===== src/rtl/ps2_arrow_decoder_if.sv =====
// Bundle between the PS/2 byte receiver / shake sensors and the two player processors.
// The master drives bytes and sensor levels; the slave (decoder) drives per-player events.
interface ps2_arrow_decoder_if;
    logic [7:0] ps2_key_data;
    logic       ps2_key_pressed;
    logic       shake1_in;
    logic       shake2_in;
    logic       p1_key_pressed;
    logic [7:0] p1_arrow;
    logic       p2_key_pressed;
    logic [7:0] p2_arrow;
    logic       game_reset_req;

    modport master (
        output ps2_key_data, ps2_key_pressed, shake1_in, shake2_in,
        input  p1_key_pressed, p1_arrow, p2_key_pressed, p2_arrow, game_reset_req
    );

    modport slave (
        input  ps2_key_data, ps2_key_pressed, shake1_in, shake2_in,
        output p1_key_pressed, p1_arrow, p2_key_pressed, p2_arrow, game_reset_req
    );
endinterface


===== src/rtl/ps2_arrow_decoder.sv =====
// Turns the raw PS/2 byte stream and two async shake sensors into one clean
// event pulse plus arrow code per player, and a keyboard game-reset request.
module ps2_arrow_decoder #(
    parameter logic [15:0] SHAKE_DEBOUNCE = 16'd50000,
    parameter int          DB_W           = 16,
    parameter logic [7:0]  RESET_CODE     = 8'h2D
) (
    input logic                clock,
    input logic                resetn,
    ps2_arrow_decoder_if.slave bus
);
    typedef enum logic [1:0] {IDLE, EXT, BRK, EXT_BRK} state_t;

    localparam logic [2:0]      SHAKE_CODE = 3'd5;
    localparam logic [DB_W-1:0] DB_LAST    = DB_W'(SHAKE_DEBOUNCE - 16'd1);

    state_t          state, state_nx;
    logic [2:0]      held     [2];
    logic [2:0]      pend     [2];
    logic [1:0]      sync_a, sync_b, db_lvl;
    logic [DB_W-1:0] db_cnt   [2];
    logic            pulse    [2];
    logic [7:0]      arrow    [2];
    logic            rst_req;

    logic [2:0]      make_code[2];
    logic [2:0]      brk_code [2];
    logic [2:0]      key_ev   [2];
    logic [1:0]      shake_ev;
    logic            rst_hit;
    logic [1:0]      shake_raw;

    function automatic logic [2:0] p1_map(input logic [7:0] b);
        case (b)
            8'h1D:   p1_map = 3'd1;
            8'h1C:   p1_map = 3'd2;
            8'h1B:   p1_map = 3'd3;
            8'h23:   p1_map = 3'd4;
            default: p1_map = 3'd0;
        endcase
    endfunction

    function automatic logic [2:0] p2_map(input logic [7:0] b);
        case (b)
            8'h75:   p2_map = 3'd1;
            8'h6B:   p2_map = 3'd2;
            8'h72:   p2_map = 3'd3;
            8'h74:   p2_map = 3'd4;
            default: p2_map = 3'd0;
        endcase
    endfunction

    assign shake_raw = {bus.shake2_in, bus.shake1_in};

    // Code 0 on make_code/brk_code means "no make/break for this player this cycle".
    always_comb begin
        state_nx = state;
        rst_hit  = 1'b0;
        for (int unsigned i = 0; i < 2; i++) begin
            make_code[i] = '0;
            brk_code[i]  = '0;
        end
        if (bus.ps2_key_pressed) begin
            state_nx = IDLE;
            case (state)
                IDLE: begin
                    if (bus.ps2_key_data == 8'hE0)      state_nx = EXT;
                    else if (bus.ps2_key_data == 8'hF0) state_nx = BRK;
                    else begin
                        make_code[0] = p1_map(bus.ps2_key_data);
                        make_code[1] = p2_map(bus.ps2_key_data);
                        rst_hit      = (bus.ps2_key_data == RESET_CODE);
                    end
                end
                EXT: begin
                    if (bus.ps2_key_data == 8'hF0) state_nx = EXT_BRK;
                    else                           make_code[1] = p2_map(bus.ps2_key_data);
                end
                BRK: begin
                    brk_code[0] = p1_map(bus.ps2_key_data);
                    brk_code[1] = p2_map(bus.ps2_key_data);
                end
                EXT_BRK: brk_code[1] = p2_map(bus.ps2_key_data);
                default: state_nx = IDLE;
            endcase
        end
        for (int unsigned i = 0; i < 2; i++) begin
            shake_ev[i] = sync_b[i] && !db_lvl[i] && (db_cnt[i] == DB_LAST);
            key_ev[i]   = (make_code[i] != 3'd0 && make_code[i] != held[i]) ? make_code[i] : 3'd0;
        end
    end

    always_ff @(posedge clock or negedge resetn) begin
        if (!resetn) begin
            state   <= IDLE;
            sync_a  <= '0;
            sync_b  <= '0;
            db_lvl  <= '0;
            rst_req <= 1'b0;
            for (int unsigned i = 0; i < 2; i++) begin
                held[i]   <= '0;
                pend[i]   <= '0;
                db_cnt[i] <= '0;
                pulse[i]  <= 1'b0;
                arrow[i]  <= '0;
            end
        end else begin
            state   <= state_nx;
            rst_req <= rst_hit;
            sync_a  <= shake_raw;
            sync_b  <= sync_a;
            for (int unsigned i = 0; i < 2; i++) begin
                if (sync_b[i] != db_lvl[i]) begin
                    if (db_cnt[i] == DB_LAST) begin
                        db_lvl[i] <= sync_b[i];
                        db_cnt[i] <= '0;
                    end else begin
                        db_cnt[i] <= db_cnt[i] + DB_W'(1);
                    end
                end else begin
                    db_cnt[i] <= '0;
                end

                if (make_code[i] != 3'd0)
                    held[i] <= make_code[i];
                else if (brk_code[i] != 3'd0 && brk_code[i] == held[i])
                    held[i] <= '0;

                // Shake wins a collision; the key event waits one cycle in the pending slot.
                pulse[i] <= 1'b0;
                if (shake_ev[i]) begin
                    pulse[i] <= 1'b1;
                    arrow[i] <= {5'b0, SHAKE_CODE};
                    if (key_ev[i] != 3'd0 && pend[i] == 3'd0)
                        pend[i] <= key_ev[i];
                end else if (pend[i] != 3'd0) begin
                    pulse[i] <= 1'b1;
                    arrow[i] <= {5'b0, pend[i]};
                    pend[i]  <= '0;
                end else if (key_ev[i] != 3'd0) begin
                    pulse[i] <= 1'b1;
                    arrow[i] <= {5'b0, key_ev[i]};
                end
            end
        end
    end

    assign bus.p1_key_pressed = pulse[0];
    assign bus.p1_arrow       = arrow[0];
    assign bus.p2_key_pressed = pulse[1];
    assign bus.p2_arrow       = arrow[1];
    assign bus.game_reset_req = rst_req;
endmodule


===== src/flat_wrapper.sv =====
// flat-port wrapper written by rule: the top's interface ports become plain ports
module ps2_arrow_decoder_flat 
#(
    parameter logic [15:0] SHAKE_DEBOUNCE = 16'd50000,
    parameter int          DB_W           = 16,
    parameter logic [7:0]  RESET_CODE     = 8'h2D
)
  (clock, resetn, bus_ps2_key_data, bus_ps2_key_pressed, bus_shake1_in, bus_shake2_in, bus_p1_key_pressed, bus_p1_arrow, bus_p2_key_pressed, bus_p2_arrow, bus_game_reset_req);
  ps2_arrow_decoder_if bus_i ();
  input logic clock;
  input logic resetn;
  input wire logic [$bits(bus_i.ps2_key_data)-1:0] bus_ps2_key_data;
  input wire logic [$bits(bus_i.ps2_key_pressed)-1:0] bus_ps2_key_pressed;
  input wire logic [$bits(bus_i.shake1_in)-1:0] bus_shake1_in;
  input wire logic [$bits(bus_i.shake2_in)-1:0] bus_shake2_in;
  output wire logic [$bits(bus_i.p1_key_pressed)-1:0] bus_p1_key_pressed;
  output wire logic [$bits(bus_i.p1_arrow)-1:0] bus_p1_arrow;
  output wire logic [$bits(bus_i.p2_key_pressed)-1:0] bus_p2_key_pressed;
  output wire logic [$bits(bus_i.p2_arrow)-1:0] bus_p2_arrow;
  output wire logic [$bits(bus_i.game_reset_req)-1:0] bus_game_reset_req;
  assign bus_i.ps2_key_data = bus_ps2_key_data;
  assign bus_i.ps2_key_pressed = bus_ps2_key_pressed;
  assign bus_i.shake1_in = bus_shake1_in;
  assign bus_i.shake2_in = bus_shake2_in;
  assign bus_p1_key_pressed = bus_i.p1_key_pressed;
  assign bus_p1_arrow = bus_i.p1_arrow;
  assign bus_p2_key_pressed = bus_i.p2_key_pressed;
  assign bus_p2_arrow = bus_i.p2_arrow;
  assign bus_game_reset_req = bus_i.game_reset_req;
  ps2_arrow_decoder #(.SHAKE_DEBOUNCE(SHAKE_DEBOUNCE), .DB_W(DB_W), .RESET_CODE(RESET_CODE)) u_core (.clock(clock), .resetn(resetn), .bus(bus_i));
endmodule

===== config.mk =====
export PLATFORM = sky130hd
export DESIGN_NAME = ps2_arrow_decoder_flat
export DESIGN_NICKNAME = d
export VERILOG_FILES = /design/src/rtl/ps2_arrow_decoder_if.sv /design/src/rtl/ps2_arrow_decoder.sv /design/src/flat_wrapper.sv
export SDC_FILE = /design/constraint.sdc
export NUM_CORES = 1
export LEC_CHECK = 0
export CELL_PAD_IN_SITES_DETAIL_PLACEMENT = 0
export CELL_PAD_IN_SITES_GLOBAL_PLACEMENT = 1
export CORE_AREA = 2 2 96 98
export CTS_CLUSTER_DIAMETER = 50
export DETAILED_ROUTE_END_ITERATION = 10
export DIE_AREA = 0 0 98 100
export PLACE_DENSITY = 0.84
export SLEW_MARGIN = 10
export SYNTH_ARGS = -nofsm -noshare
export SYNTH_HDL_FRONTEND = slang
export SYNTH_SLANG_ARGS = --single-unit

===== constraint.sdc =====
create_clock -name clock -period 4.1 [get_ports clock]
set_input_delay 1.025 -clock clock [delete_from_list [all_inputs] [get_ports clock]]
set_output_delay 1.025 -clock clock [all_outputs]
set_load 0.05 [all_outputs]

==> results.md, run 1 <==
- Status: completed
- Fin. max-slew vios: 0
- Max layer used: met4
- Placed Cells: 496
- Final Cell Area: 4100 um^2
- Most common cell after layout, fill and taps aside: dfrtp_1
- Placeable Area: 8890 um^2
- Post-synth ARST share: 1.00
- Fillers: 863
- CTS tree: yes
- Root Buffer: clkbuf_8
- Sink Count: 61
- Die height: 100 um
- Max VDD drop: 0.156 mV
- WL met3: 343 um
- Antenna viol nets, final: 0
- Port Buf Inserts: 21
- Drt pass-1 iters: 4
- Top-level I/O count: 32
- Gpl congestion: 0.925
- Chip width: 98 um
- Initial Utilization: 0.411
- Nets@finish: 413
- Max-slew headroom: 0.384
- Worst skew pair latency: 0.34 ns
- Element type at the critical path start: input port
- FF+latch count, synth: 61
- Max FO, Critical Path: 10
- Initial antenna violation count: 0
- Fin crit period: 3.18 ns
- CTS resizes: 0
- Leading post-synthesis cells by cell area: dfrtp_1, nor2_1, xnor2_1
- Routed length on met2: 3400 um
- GR Overflow Total: 0
- Post-Layout Cell Count: 512
- Sequential area share after synthesis: 0.418
- Pre-CTS WS: 0.610 ns
- CTS H-tree depth: 3
- Ys Warns: 0
- Synth cell types: 72
- Setup violators final: 0
- Cell Pwr Density: 361 nW/um^2
- Post-synthesis area per instance: 9.54 um^2
- Clock buffer depth: 2
- Largest net degree at the start of global routing: 41
- DIE AREA: 9800 um^2
- Hold WC Path Type: reg2reg
- DR WL/cell: 14.6 um
- Final period util: 0.775
- Hpwl dp: 5200 um
- Least-Margin Pin Slew: 0.924 ns
- Area Overhead vs Synth: 12.2%
- ANT cells: 0
- Total negative slack: 0 ns
- Post-CTS setup repair buffer count: 0
- Max frequency: 315 MHz
- DP Area: 3870 um^2
- Starting DRC count in detailed routing: 74
- Post-Route WL: 7490 um
- Arr. time, crit path: 3.40 ns
- Share of post-route cells with drive strength above 1: 0.0898
- Vias in the first global route: 2762
- Max_cap viols: 0
- # DRC: 0
- Cts hold-fix bufs: 0
- Register-to-register path setup slack: 1.85 ns
- RSZ-0062 raised after global routing: no
- Setup CP Type: in2reg
- Final hold vios: 0
- Leak: 1.73 nW
- Worst EP required: 4.32 ns
- Mapped Area: 3650 um^2
- Number of synthesized flops with an enable pin: 0
- Wl on met1: 3680 um
- Clock Pin Slew Worst Setup and Hold Paths: 0.06 ns
- Rows: 35
- Total CTS buffers: 9
- Worst Clk Skew: 0.0104 ns
- Vias: 2835
- GRT Total Usage: 0.161
- Most frequent cells in the layout: dfrtp_1, nor2_1, xnor2_1, nand2_1, clkdlybuf4s50_1
- First-pass GRT wire length: 13100 um
- Post-synth top area share: 0.418
- CP Capture Type: register
- Vias per inst: 5.54
- Synth Flop Type: dfrtp_1
- Cell count after synthesis: 383
- Synth area leader: dfrtp_1
- Setup WS post-layout: 0.923 ns
[power by group]
group,switching (mW),leakage [nW],internal [mW]
Combinational,0.136,0.790,0.0747
Clock,0.238,0.116,0.374
Sequential,0.0300,0.826,0.626
[metal layers]
metal | global-route usage | vias to the layer above
met5 | 0 | -
met4 | 0.0513 | 0
met3 | 0.0390 | 5
met2 | 0.254 | 64
met1 | 0.221 | 1364
li1 | - | 1402
[final timing paths]
| check | start | end | cells past startpoint |
|---|---|---|---|
| max | bus_ps2_key_pressed | u_core.pend[3] | 6 |
| min | u_core.sync_a[1] | u_core.sync_b[1] | 0 |
| max reg2reg | u_core.state[1] | u_core.pend[3] | 5 |
| min reg2reg | u_core.sync_a[1] | u_core.sync_b[1] | 0 |
| max in group asynchronous | resetn | u_core.sync_a[0] | 2 |
| min in group asynchronous | resetn | u_core.held[2] | 1 |
[cells by family (layout without fill, tap and decap cells)]
kind of cell | Yosys count | count (layout) | synth area share
AND/OR/NAND/NOR | 176 | 176 | 0.281
AO/OA/AOI/OAI | 65 | 65 | 0.142
flip-flops | 61 | 61 | 0.418
buffers and inverters | 40 | 49 | 0.0568
XOR/XNOR | 34 | 34 | 0.0815
adder cells (fa/ha/maj) | 4 | 4 | 0.0137
multiplexers | 2 | 2 | 0.00548
other | 1 | 10 | 0.00103
[cell type report]
| class | instances | area, um^2 | share of cell area |
|---|---|---|---|
| Clock inverter | 4 | 70.1 | 0.0171 |
| Sequential cell | 61 | 1530 | 0.373 |
| Timing Repair Buffer | 22 | 213 | 0.0519 |
| Inverter | 11 | 41.3 | 0.0101 |
| Clock buffer | 12 | 155 | 0.0379 |
| Tap cell | 111 | 139 | 0.0339 |
| Multi-Input combinational cell | 291 | 1950 | 0.477 |
[per-stage QoR]
step	util	hold WS (ns)	power, mW
finish	0.461	0.366	1.48
global route	0.461	0.381	1.54
CTS	0.461	0.368	1.49
detailed placement	0.436	0.340	0.878
global placement	0.436	0.335	0.876
floorplan	-	0.331	0.818
[Yosys cell counts, drive strengths merged (8+ instances only)]
| library cell | instances |
|---|---|
| nand2 | 20 |
| nand3 | 19 |
| nor3b | 10 |
| o21ai | 8 |
| nor2 | 49 |
| dfrtp | 61 |
| clkbuf | 10 |
| inv | 11 |
| xor2 | 13 |
| nor3 | 11 |
| buf | 19 |
| xnor2 | 21 |
[registers in the layout (all words and copies together), names as in the netlist]
register	flops
u_core.db_cnt	32
u_core.held	6
u_core.pend	6
u_core.bus.p1_arrow	3
u_core.bus.p2_arrow	3
u_core.db_lvl	2
u_core.state	2
u_core.sync_a	2
u_core.sync_b	2
u_core.bus.game_reset_req	1
u_core.bus.p1_key_pressed	1
u_core.bus.p2_key_pressed	1
[critical path, cell delays in order]
cell and delay (ns):
clkdlybuf4s50_1 0.67, nor4bb_1 0.62, o2111ai_1 0.27, xnor2_1 0.22, o311a_1 0.33, a32o_1 0.26
No activity file was read; power rests on OpenSTA's default activity.
==> run 2, diff against run 1 <==
==> constraint.sdc (replaced) <==
create_clock -name clock -period 3 [get_ports clock]
set_input_delay 0.75 -clock clock [delete_from_list [all_inputs] [get_ports clock]]
set_output_delay 0.75 -clock clock [all_outputs]
set_load 0.05 [all_outputs]
==> run 2 against run 1 <==
Effect of this change: power grew 23%; first-iteration DRC count grew 85%; sequential cell count is the same.
==> results.md, run 2 (synthesis gave the netlist of run 1 again) <==
- Status: completed
- # DRC: 0
- Vias in the first global route: 2686
- Initial antenna violation count: 0
- Hold depth: 0
- Worst skew pair latency: 0.33 ns
- ANT cells: 0
- Port Buf Inserts: 21
- Rows: 35
- Leak: 1.80 nW
- GRT Total Usage: 0.157
- Max_cap viols: 0
- Final Cell Area: 4190 um^2
- Switch share: 0.284
- Gate power share: 0.166
- Initial Utilization: 0.411
- Root Buffer: clkbuf_8
- Vias per inst: 5.43
- Total negative slack: 0 ns
- Hold WC Path Type: reg2reg
- Gpl congestion: 0.877
- Max FO, Critical Path: 11
- Least-Margin Pin Slew: 0.616 ns
- Max-slew headroom: 0.585
- Worst Clk Skew: 0.0103 ns
- Max frequency: 376 MHz
- Most flop-heavy register: u_core.db_cnt
- First-pass GRT wire length: 12700 um
- Area Overhead vs Synth: 14.6%
- Largest net degree at the start of global routing: 25
- Max VDD drop: 0.256 mV
- Hpwl dp: 5450 um
- CTS H-tree depth: 3
- Net Sw Power: 0.518 mW
- GR Overflow Total: 0
- Clock buffer depth: 2
- Element type at the critical path start: input port
- Sink Count: 61
- Placeable Area: 8890 um^2
- Arr. time, crit path: 2.87 ns
- Nets@finish: 433
- Multi-input gate area: 1950 um^2
- Final period util: 0.887
- Largest regs: u_core.db_cnt x32, u_core.held x6, u_core.pend x6
- Post-CTS setup repair buffer count: 0
- Fin crit period: 2.66 ns
- Antenna viol nets, final: 0
- Worst r2r path cells: 5
- Top-level I/O count: 32
- Chip width: 98 um
- DIE AREA: 9800 um^2
- Die height: 100 um
- Drt pass-1 iters: 4
- Clk pwr share: 0.341
- Starting DRC count in detailed routing: 137
- CTS resizes: 0
- Flop pwr share: 0.493
- Cts hold-fix bufs: 0
- Clock Pin Slew Worst Setup and Hold Paths: 0.06 ns
- CP Capture Type: register
- RSZ-0062 raised after global routing: no
- Setup violators final: 0
- Final hold vios: 0
- Most frequent cells in the layout: dfrtp_1, nor2_1, xnor2_1, buf_4
- Share of post-route cells with drive strength above 1: 0.129
- Pint: 1.31 mW
- Vias: 2877
- Most common cell after layout, fill and taps aside: dfrtp_1
- DR WL/cell: 13.9 um
- Worst EP required: 3.21 ns
- Total CTS buffers: 9
- Cell Pwr Density: 435 nW/um^2
- CTS tree: yes
- DP Area: 4020 um^2
- Number of flip-flops under the largest register name: 32
- Post-Route WL: 7370 um
- Setup CP Type: in2reg
- FF+latch area: 1530 um^2
- Fin. max-slew vios: 0
- Fillers: 838
[run 2: cell count changes in the layout (fill, tap and decap cells not counted), sizes merged]
cell | previous run | this run
buf | 2 | 22
bufinv | 2 | 0
[run 2: per-layer routing]
metal	routed length (um)	global-route usage
met1	3680	0.217
met2	3400	0.248
met3	222	0.0251
met4	67	0.0673
met5	0	0
[run 2: per-stage QoR]
stage / hold slack, ns / worst slack [ns] / utilization / power, mW / cells
floorplan: 0.331 / 0.574 / - / 1.12 / 392
global placement: 0.336 / 0.0271 / 0.452 / 1.21 / 516
detailed placement: 0.336 / -0.00850 / 0.452 / 1.22 / 516
CTS: 0.351 / 0.349 / 0.471 / 1.85 / 530
global route: 0.370 / 0.212 / 0.471 / 1.91 / 530
finish: 0.348 / 0.340 / 0.471 / 1.82 / 530
[run 2: path summary, 6_finish.rpt]
path / from / endpoint / slack (ns)
min in group asynchronous: resetn / u_core.held[1] / 0.39
worst max-delay path: bus_ps2_key_data[1] / u_core.bus.p2_arrow[0] / 0.34
max in group asynchronous: resetn / u_core.db_cnt[18] / 1.91
worst min-delay path: u_core.sync_a[0] / u_core.sync_b[0] / 0.35
worst max register to register: u_core.db_cnt[27] / u_core.pend[3] / 0.80
worst min register to register: u_core.sync_a[0] / u_core.sync_b[0] / 0.35
[run 2: layout make-up]
cell class,instances,area share
tap,111,0.0332
inverter,11,0.00986
sequential,61,0.365
timing repair buffer,42,0.0866
multi-input combinational,291,0.466
clock inverter,2,0.00239
clock buffer,12,0.0370
[run 2: worst max-delay path, cell delays in order]
cell	delay (ns)
clkdlybuf4s50_1	0.62
or3b_4	0.46
a211o_1	0.33
o211ai_2	0.19
nand3_2	0.11
a2111o_1	0.42
[run 2: power groups by stage]
| stage | combinational (mW) | sequential, mW | clock [mW] |
|---|---|---|---|
| floorplan | 0.176 | 0.942 | 0 |
| global placement | 0.304 | 0.910 | 0 |
| detailed placement | 0.305 | 0.912 | 0 |
| CTS | 0.306 | 0.897 | 0.648 |
| global route | 0.330 | 0.903 | 0.681 |
| finish | 0.303 | 0.898 | 0.623 |
